`src/rtl/arp_request_gen.sv`:
```
// ARP initiator: sends a single-beat who-has frame, waits for the matching reply,
// and retransmits on timeout until the retry budget is exhausted.
module arp_request_gen #(
    parameter int unsigned AXIS_DATA_WIDTH  = 512,
    parameter int unsigned AXIS_TUSER_WIDTH = 256,
    parameter logic [47:0] MAC_ADDR         = 48'hDA_02_03_04_05_00,
    parameter logic [31:0] IP_ADDR          = 32'hC0_A8_01_0A,
    parameter logic [7:0]  DST_PORT         = 8'h01,
    parameter int unsigned TIMEOUT_CYCLES   = 200000,
    parameter int unsigned MAX_RETRIES      = 3,
    parameter int unsigned TIMER_WIDTH      = 24
) (
    input  logic                          axis_aclk,
    input  logic                          axis_reset,
    input  logic                          req_valid,
    output logic                          req_ready,
    input  logic [31:0]                   req_ip,
    output logic                          rsp_valid,
    output logic                          rsp_fail,
    output logic [31:0]                   rsp_ip,
    output logic [47:0]                   rsp_mac,
    output logic [AXIS_DATA_WIDTH-1:0]    m_axis_tdata,
    output logic [AXIS_DATA_WIDTH/8-1:0]  m_axis_tkeep,
    output logic [AXIS_TUSER_WIDTH-1:0]   m_axis_tuser,
    output logic                          m_axis_tvalid,
    input  logic                          m_axis_tready,
    output logic                          m_axis_tlast,
    input  logic [AXIS_DATA_WIDTH-1:0]    s_axis_tdata,
    input  logic [AXIS_DATA_WIDTH/8-1:0]  s_axis_tkeep,
    input  logic [AXIS_TUSER_WIDTH-1:0]   s_axis_tuser,
    input  logic                          s_axis_tvalid,
    output logic                          s_axis_tready,
    input  logic                          s_axis_tlast
);

    localparam int unsigned RETRY_W = (MAX_RETRIES > 0) ? $clog2(MAX_RETRIES + 1) : 1;
    localparam logic [RETRY_W-1:0]     RETRY_MAX    = RETRY_W'(MAX_RETRIES);
    localparam logic [TIMER_WIDTH-1:0] TIMEOUT_LAST = TIMER_WIDTH'(TIMEOUT_CYCLES - 1);
    localparam logic [AXIS_DATA_WIDTH/8-1:0] TX_KEEP = 64'h0FFF_FFFF_FFFF_FFFF;

    typedef enum logic [1:0] {
        ST_IDLE = 2'd0,
        ST_SEND = 2'd1,
        ST_WAIT = 2'd2
    } state_t;

    state_t                 state_q, state_d;
    logic [31:0]            target_q, target_d;
    logic [RETRY_W-1:0]     retry_q, retry_d;
    logic [TIMER_WIDTH-1:0] timer_q, timer_d;
    logic                   sof_q, sof_d;
    logic                   rsp_valid_q, rsp_valid_d;
    logic                   rsp_fail_q, rsp_fail_d;
    logic [31:0]            rsp_ip_q, rsp_ip_d;
    logic [47:0]            rsp_mac_q, rsp_mac_d;

    logic [AXIS_DATA_WIDTH-1:0]  tx_frame;
    logic [AXIS_TUSER_WIDTH-1:0] tx_user;
    logic [15:0]                 rx_ethertype, rx_oper;
    logic [31:0]                 rx_spa, rx_tpa;
    logic [47:0]                 rx_sha;
    logic                        rx_match;
    logic                        unused_ok;

    // Receive field extraction; wire byte order is big-endian inside each field.
    assign rx_ethertype = {s_axis_tdata[8*12 +: 8], s_axis_tdata[8*13 +: 8]};
    assign rx_oper      = {s_axis_tdata[8*20 +: 8], s_axis_tdata[8*21 +: 8]};
    assign rx_sha       = {s_axis_tdata[8*22 +: 8], s_axis_tdata[8*23 +: 8],
                           s_axis_tdata[8*24 +: 8], s_axis_tdata[8*25 +: 8],
                           s_axis_tdata[8*26 +: 8], s_axis_tdata[8*27 +: 8]};
    assign rx_spa       = {s_axis_tdata[8*28 +: 8], s_axis_tdata[8*29 +: 8],
                           s_axis_tdata[8*30 +: 8], s_axis_tdata[8*31 +: 8]};
    assign rx_tpa       = {s_axis_tdata[8*38 +: 8], s_axis_tdata[8*39 +: 8],
                           s_axis_tdata[8*40 +: 8], s_axis_tdata[8*41 +: 8]};

    assign rx_match = s_axis_tvalid && sof_q &&
                      (rx_ethertype == 16'h0806) && (rx_oper == 16'h0002) &&
                      (rx_spa == target_q) && (rx_tpa == IP_ADDR);

    assign sof_d = s_axis_tvalid ? s_axis_tlast : sof_q;

    always_comb begin
        tx_frame = '0;
        for (int i = 0; i < 6; i++) begin
            tx_frame[8*i +: 8]      = 8'hFF;
            tx_frame[8*(6+i) +: 8]  = MAC_ADDR[8*(5-i) +: 8];
            tx_frame[8*(22+i) +: 8] = MAC_ADDR[8*(5-i) +: 8];
        end
        tx_frame[8*12 +: 8] = 8'h08;
        tx_frame[8*13 +: 8] = 8'h06;
        tx_frame[8*14 +: 8] = 8'h00;
        tx_frame[8*15 +: 8] = 8'h01;
        tx_frame[8*16 +: 8] = 8'h08;
        tx_frame[8*17 +: 8] = 8'h00;
        tx_frame[8*18 +: 8] = 8'h06;
        tx_frame[8*19 +: 8] = 8'h04;
        tx_frame[8*20 +: 8] = 8'h00;
        tx_frame[8*21 +: 8] = 8'h01;
        for (int i = 0; i < 4; i++) begin
            tx_frame[8*(28+i) +: 8] = IP_ADDR[8*(3-i) +: 8];
            tx_frame[8*(38+i) +: 8] = target_q[8*(3-i) +: 8];
        end
    end

    always_comb begin
        tx_user         = '0;
        tx_user[15:0]   = 16'd60;
        tx_user[31:24]  = DST_PORT;
    end

    always_comb begin
        state_d     = state_q;
        target_d    = target_q;
        retry_d     = retry_q;
        timer_d     = timer_q;
        rsp_valid_d = 1'b0;
        rsp_fail_d  = rsp_fail_q;
        rsp_ip_d    = rsp_ip_q;
        rsp_mac_d   = rsp_mac_q;
        case (state_q)
            ST_IDLE: begin
                if (req_valid) begin
                    target_d = req_ip;
                    retry_d  = '0;
                    state_d  = ST_SEND;
                end
            end
            ST_SEND: begin
                if (m_axis_tready) begin
                    timer_d = '0;
                    state_d = ST_WAIT;
                end
            end
            ST_WAIT: begin
                timer_d = timer_q + 1'b1;
                // A reply landing on the last timer cycle still counts as success.
                if (rx_match) begin
                    rsp_valid_d = 1'b1;
                    rsp_fail_d  = 1'b0;
                    rsp_ip_d    = target_q;
                    rsp_mac_d   = rx_sha;
                    state_d     = ST_IDLE;
                end else if (timer_q == TIMEOUT_LAST) begin
                    if (retry_q < RETRY_MAX) begin
                        retry_d = retry_q + 1'b1;
                        state_d = ST_SEND;
                    end else begin
                        rsp_valid_d = 1'b1;
                        rsp_fail_d  = 1'b1;
                        rsp_ip_d    = target_q;
                        rsp_mac_d   = '0;
                        state_d     = ST_IDLE;
                    end
                end
            end
            default: state_d = ST_IDLE;
        endcase
    end

    always_ff @(posedge axis_aclk) begin
        if (axis_reset) begin
            state_q     <= ST_IDLE;
            target_q    <= '0;
            retry_q     <= '0;
            timer_q     <= '0;
            sof_q       <= 1'b1;
            rsp_valid_q <= 1'b0;
            rsp_fail_q  <= 1'b0;
            rsp_ip_q    <= '0;
            rsp_mac_q   <= '0;
        end else begin
            state_q     <= state_d;
            target_q    <= target_d;
            retry_q     <= retry_d;
            timer_q     <= timer_d;
            sof_q       <= sof_d;
            rsp_valid_q <= rsp_valid_d;
            rsp_fail_q  <= rsp_fail_d;
            rsp_ip_q    <= rsp_ip_d;
            rsp_mac_q   <= rsp_mac_d;
        end
    end

    // Reset gates the handshake outputs combinationally so an in-flight frame drops at once.
    assign req_ready     = (state_q == ST_IDLE) && !axis_reset;
    assign m_axis_tvalid = (state_q == ST_SEND) && !axis_reset;
    assign m_axis_tdata  = m_axis_tvalid ? tx_frame : '0;
    assign m_axis_tkeep  = m_axis_tvalid ? TX_KEEP : '0;
    assign m_axis_tuser  = m_axis_tvalid ? tx_user : '0;
    assign m_axis_tlast  = m_axis_tvalid;
    assign s_axis_tready = 1'b1;

    assign rsp_valid = rsp_valid_q;
    assign rsp_fail  = rsp_fail_q;
    assign rsp_ip    = rsp_ip_q;
    assign rsp_mac   = rsp_mac_q;

    assign unused_ok = ^{s_axis_tkeep, s_axis_tuser, s_axis_tdata};

endmodule

```
`config.mk`:
```
export PLATFORM = sky130hd
export DESIGN_NAME = arp_request_gen
export DESIGN_NICKNAME = d
export VERILOG_FILES = /design/src/rtl/arp_request_gen.sv
export SDC_FILE = /design/constraint.sdc
export NUM_CORES = 1
export LEC_CHECK = 0
export ABC_AREA = 1
export BUFFER_PORTS_ARGS = -buffer_cell sky130_fd_sc_hd__buf_2
export CAP_MARGIN = 40
export CORE_AREA = 2 2 699 701
export CTS_CLUSTER_SIZE = 16
export DETAILED_ROUTE_END_ITERATION = 12
export DIE_AREA = 0 0 701 703
export GPL_ROUTABILITY_DRIVEN = 0
export GPL_TIMING_DRIVEN = 0
export SYNTH_ARGS = -nofsm -noshare
export SYNTH_HDL_FRONTEND = slang
export SYNTH_SLANG_ARGS = --single-unit
```
`constraint.sdc`:
```
create_clock -name axis_aclk -period 7.05 [get_ports axis_aclk]
set_input_delay 0.3525 -clock axis_aclk [delete_from_list [all_inputs] [get_ports axis_aclk]]
set_output_delay 0.3525 -clock axis_aclk [all_outputs]
set_load 0.01 [all_outputs]
```
==> run_results.csv, run 1 <==
group,metric,value,unit
outcome,status,"finished clean",
floorplanning,boundaryPins,1788,
routing,drc,0,
sta,finalHoldViolCount,0,
routing,wl_per_cell,12.5,microns
yosys,synth_area,13600,sq um
placement,buffer_ports.inserted,450,
yosys,ys_ff_latch,143,
yosys,async_flop_share,0,
yosys,syn_avg_cell_area,6.80,sq um
yosys,yosysTopAreaCell,"buf_4",
global_route,grt_pass1_vias,11800,
finish,num-nets-final,4016,
finish,final_layout_size_suffix_gt1_frac,0.431,
critical_path,r2r_setup_slack,3.68,ns
clock_tree,clock_path_buffers,2,
clock_tree,clockRootBuffer,"clkbuf_16",
finish,syn2layout_area_growth,102,%
global_route,globalRoute.totalOverflow,0,
global_route,grt_pass1_wl,141000,microns
global_route,antenna_found_initial,87,
worst_hold_path,hp-class,"input pin to flop",
floorplanning,die_area,493000,sq um
critical_path,worstPathMaxFanout,10,
yosys,yosysTopAreaCellShare,0.442,
sta,slew_headroom,0.522,
yosys,ys_top_cells_by_area,"buf_4, dfxtp_1, nand2_1, nor2_1, a21oi_1",
yosys,synth_edf_count,0,
sta,skew,0.0396,ns
clock_tree,cts_buffers,17,
sta,setup_viol_count_final,0,
yosys,synth_commonest_cells,"buf_4, nand2_1, nor2_1, dfxtp_1, a21oi_1",
routing,via_per_inst,1.48,
floorplanning,start_util,0.0281,
critical_path,crit_end,"rsp_mac[7]",
critical_path,crit_arrival,3.76,ns
yosys,synth_ff_type,"dfxtp_1",
routing,postRouteAntennaNets,0,
critical_path,end_kind,"flop",
power,finalPower,2.90,mW
placement,dp_worst_setup_slack,3.03,ns
power,power.density,105,nW/um^2
sta,max_freq,297,MHz
floorplanning,core-area,485000,sq um
clock_tree,htreeDepth,4,
routing,dr.pass1.iters,5,
clock_tree,cts_resized,0,
global_route,grt_usage,0.0462,
critical_path,worst-setup-path-type,"flop to flop",
routing,vias,14300,
global_route,grt_max_degree,47,
clock_tree,holdBufCountCts,0,
critical_path,r2r_end,"rsp_mac[7]",
yosys,yosysWarnings,0,
run,cap_violations,0,
power,static-leakage-power,12.3,nW
floorplanning,fp.dieH,703,microns
yosys,yosysSeqAreaShare,0.210,
critical_path,critPathRequiredTime,7.44,ns
critical_path,rr_worst_depth,11,
clock_tree,clkTransAtPathRegs,0.07,ns
critical_path,critPathLaunch,"sof_q",
critical_path,critPathLaunchType,"flop",
sta,fin_crit,3.37,ns
sta,drv_slew,0,
clock_tree,cts_tree,"yes",
sta,grt_setup_unrepaired,"false",
yosys,synthDistinctLibCells,38,
routing,drt_wl_total,121000,microns
yosys,synth.most_common_cell,"buf_4",
clock_tree,post-cts-setup-buffers,0,
placement,dp_hpwl,113000,microns
floorplanning,die_x,701,microns
power,ir_worst_vdd,140,uV
clock_tree,clock-sinks,143,
sta,tightest_slew,0.717,ns
routing,first_iter_violations,813,
floorplanning,row_count,256,
sta,post-route-period-util,0.477,
critical_path,rr_startpoint,"sof_q",
sta,setup_slack,3.68,ns
yosys,synthCells,2005,
clock_tree,clock_latency,0.50,ns
worst min path at each step:
stage	startpoint	end	slack (ns)	cells past startpoint
2_1_floorplan	sof_q	sof_q	0.44	2
3_3_place_gp	sof_q	sof_q	0.45	2
3_5_place_dp	sof_q	sof_q	0.46	2
4_1_cts	s_axis_tvalid	sof_q	0.05	2
5_1_grt	s_axis_tvalid	sof_q	0.1	2
6_report	s_axis_tvalid	sof_q	0.1	2
layout make-up:
class,instances,area [sq um]
fill,57600,457000
tap,6450,8070
timing repair buffer,473,2660
antenna,45,113
clock inverter,15,190
buffer,870,6350
clock buffer,17,425
multi-input combinational,1490,6310
inverter,149,559
sequential,143,2860
registers in the layout, summed over array words and instances (netlist names):
register,flops
retry_q,2
rsp_fail,1
rsp_ip,32
rsp_mac,48
rsp_valid,1
sof_q,1
state_q,2
target_q,32
timer_q,24
worst max-delay path, stage by stage (launching register included):
cell     delay (ns)
dfxtp_1        0.34
nand2_1        0.24
inv_1          0.22
nand2_1        0.25
nor2_1         0.19
nand2_1        0.06
nor2_1         0.08
nand2_1        0.29
nor2_2         0.63
buf_4          0.33
nand4_1        0.34
a21oi_1        0.25
metal layers:
| layer | track usage | up-vias | share of wire |
|---|---|---|---|
| li1 | - | 7190 | - |
| met1 | 0.0379 | 6211 | 0.27 |
| met2 | 0.0898 | 763 | 0.55 |
| met3 | 0.0285 | 165 | 0.15 |
| met4 | 0.0145 | 4 | 0.030 |
| met5 | 0 | - | 0.00026 |
power by group:
part | leakage [nW] | internal [mW] | switching (mW)
logic | 10.9 | 0.466 | 0.534
clock network | 0.294 | 0.484 | 0.563
registers | 1.16 | 0.831 | 0.0241
cells by family (layout without fill, tap and decap cells):
group                      Yosys count  after routing  synth area share
AOI/OAI and AO/OA                  204            204            0.0779
xor gates and xnor gates             6              6           0.00385
adders and majority gates            2              2           0.00183
buffers and inverters             1019           1524             0.507
DFF                                143            143             0.210
other                                2            694          0.000550
and+or+nand+nor                    629            629             0.200
cells in the final DEF (no fill, tap or decap), types with 49 or more instances in the layout:
cell type and n:
buf_4 807, buf_2 469, inv_1 133, nand2_1 241, nand4_1 56, nand3_1 110
o21ai_0 49, conb_1 649, a21oi_1 140, dfxtp_1 143, nor2_1 188
through the flow:
| step | area (sq um) | utilization | std cells | TNS (ns) | hold slack [ns] |
|---|---|---|---|---|---|
| 2_1_floorplan | 16100 | - | 2652 | 0 | 0.441 |
| 3_3_place_gp | 26400 | 0.0544 | 9552 | -715.30 | 0.455 |
| 3_5_place_dp | 26800 | 0.0553 | 9575 | 0 | 0.460 |
| 4_1_cts | 27400 | 0.0566 | 9607 | 0 | 0.0513 |
| 5_1_grt | 27500 | 0.0567 | 9628 | 0 | 0.0992 |
| 6_report | 27500 | 0.0568 | 9652 | 0 | 0.0997 |
No activity file was read; power rests on OpenSTA's default activity.
==> inputs of run 2 (changes only) <==
==> constraint.sdc (replaced) <==
create_clock -name axis_aclk -period 2.9 [get_ports axis_aclk]
set_input_delay 0.145 -clock axis_aclk [delete_from_list [all_inputs] [get_ports axis_aclk]]
set_output_delay 0.145 -clock axis_aclk [all_outputs]
set_load 0.01 [all_outputs]
==> run 2 against run 1 <==
Compared with the run above: routed wire length barely moved; core utilization increased by 0.15 points; total power increased by 150%; sequential share of layout area is 0.25 points lower; critical endpoint is now rsp_ip[12]; clock skew rose by 0.0011 ns; cell area increased by 2.6%.
==> run_results.csv, run 2 (same netlist as run 1, synthesis figures left out) <==
group,metric,value,unit
critical_path,critPathLaunchType,"input pin",
global_route,antenna_found_initial,88,
floorplanning,die_x,701,microns
worst_hold_path,hp-class,"input pin to flop",
clock_tree,htreeDepth,4,
power,finalPower,7.13,mW
clock_tree,cts_tree,"yes",
outcome,status,"finished clean",
sta,drv_slew,0,
finish,syn2layout_area_growth,107,%
clock_tree,cts_buffers,17,
routing,vias,14800,
clock_tree,clkTransAtPathRegs,0.09,ns
finish,nFillCells,57500,
sta,grt_setup_unrepaired,"false",
placement,dp_hpwl,113000,microns
worst_hold_path,whs_path_depth,3,
critical_path,worstPathMaxFanout,10,
finish,largest_reg_flops,48,
finish,final_layout_size_suffix_gt1_frac,0.425,
sta,fin_crit,2.82,ns
clock_tree,clock_path_buffers,2,
critical_path,critPathRequiredTime,3.30,ns
sta,finalHoldViolCount,0,
global_route,grt_max_degree,48,
floorplanning,core-area,485000,sq um
placement,dp.cells,9575,
routing,via_per_inst,1.52,
critical_path,crit_arrival,3.22,ns
sta,post-route-period-util,0.971,
finish,layoutNonFillerInstCount,9714,
global_route,grt_pass1_wl,142000,microns
worst_hold_path,worstHoldStart,"s_axis_tdata[221]",
global_route,grt_usage,0.0465,
finish,layout_commonest_cell,"buf_4",
routing,first_iter_violations,743,
finish,final-seq-area,2870,sq um
routing,postRouteAntennaNets,0,
sta,skew,0.0407,ns
critical_path,r2r_setup_slack,0.18,ns
critical_path,worst-setup-path-type,"input pin to flop",
clock_tree,clock-sinks,143,
global_route,grt_pass1_vias,12300,
routing,drc,0,
clock_tree,clockRootBuffer,"clkbuf_16",
floorplanning,die_area,493000,sq um
finish,mostFrequentLayoutCells,"buf_4, conb_1, buf_2, nand2_1, nor2_1",
sta,setup_slack,0.0834,ns
global_route,globalRoute.totalOverflow,0,
power,ir_worst_vdd,448,uV
finish,num-nets-final,4097,
placement,dp_worst_setup_slack,-1.06,ns
sta,slew_headroom,0.433,
placement,buffer_ports.inserted,450,
power,static-leakage-power,12.6,nW
sta,setup_viol_count_final,0,
routing,drt_wl_total,121000,microns
routing,wl_per_cell,12.5,microns
clock_tree,clock_latency,0.52,ns
floorplanning,start_util,0.0281,
finish,multi_input_area,6350,sq um
run,cap_violations,0,
sta,max_freq,355,MHz
floorplanning,boundaryPins,1788,
power,power.density,252,nW/um^2
worst_hold_path,hold_end,"rsp_mac[5]",
critical_path,end_kind,"flop",
floorplanning,row_count,256,
floorplanning,fp.dieH,703,microns
routing,dr.pass1.iters,5,
critical_path,rr_worst_depth,12,
critical_path,r2r_end,"rsp_ip[12]",
sta,tightest_slew,0.851,ns
critical_path,rr_startpoint,"sof_q",
-- run 2: changes by cell type in the layout (fill, tap and decap cells not counted), moves of 3 or more --
cell,previous run,this run
dlygate4sd3_1,0,80
diode_2,45,26
buf_16,7,0
buf_4,807,811
clkbuf_1,39,35
clkbuf_4,0,3
nand2_1,241,238
nand2_2,0,3
nor2_1,188,185
nor2_4,2,5
-- run 2: how the worst max path moves through the flow --
| stage | from | endpoint | slack (ns) | cells after the start |
|---|---|---|---|---|
| after floorplan | state_q[1] | m_axis_tdata[305] | -0.19 | 6 |
| after global placement | state_q[1] | m_axis_tdata[318] | -1.92 | 7 |
| after detailed placement | s_axis_tdata[331] | rsp_ip[12] | -1.06 | 11 |
| after CTS | timer_q[0] | rsp_ip[12] | 0.02 | 10 |
| after global routing | sof_q | rsp_mac[39] | 0.02 | 12 |
| final | s_axis_tdata[331] | rsp_ip[12] | 0.08 | 11 |
-- run 2: area by class of cell --
type	count	area share
inverters	149	0.0198
diodes	26	0.00230
plain buffers	870	0.226
clock buffers	17	0.0151
flip-flops and latches	143	0.101
clock inverters	15	0.00660
multi-input cells	1490	0.225
well taps	6450	0.286
repair buffers	554	0.119
-- run 2: critical path, stage by stage --
cell	delay [ns]
buf_2	0.11
nand2_2	0.26
inv_2	0.26
nand4_1	0.64
nor2_1	0.29
nand3_1	0.12
nor2_2	0.34
nand3_4	0.25
clkbuf_1	0.35
a21oi_1	0.33
nor2_1	0.08
-- run 2: power breakdown --
group          total [mW]  switching (mW)  internal (mW)
clock                2.49            1.32           1.17
combinational        2.55            1.36           1.19
sequential           2.09          0.0681           2.02
total                7.13            2.74           4.39
-- run 2: metrics by stage --
step	area [sq um]	utilization	TNS, ns	hold WS, ns
floorplan	16100	-	-5.37	0.245
global placement	26400	0.0545	-332.49	0.365
detailed placement	26700	0.0551	-73.79	0.380
CTS	28200	0.0581	0	0.0165
global route	28200	0.0582	0	0.0305
finish	28300	0.0583	0	0.0938
-- run 2: timing repair --
item / CTS / global route
buffers inserted: 0 / 1
setup endpoints to repair: 83 / 27
gates resized for setup: 5 / 4
hold buffers: 80 / 0
pin swaps: 1 / 0
gates cloned: 0 / 0
endpoints found under the hold margin: 79 / 0
-- run 2: layer usage --
metal  global-route usage  vias up  wire (microns)
li1                     -     7345               -
met1               0.0422     6345           37300
met2               0.0909      856           65700
met3               0.0206      202           13000
met4               0.0155        6            4990
met5                    0        -              35
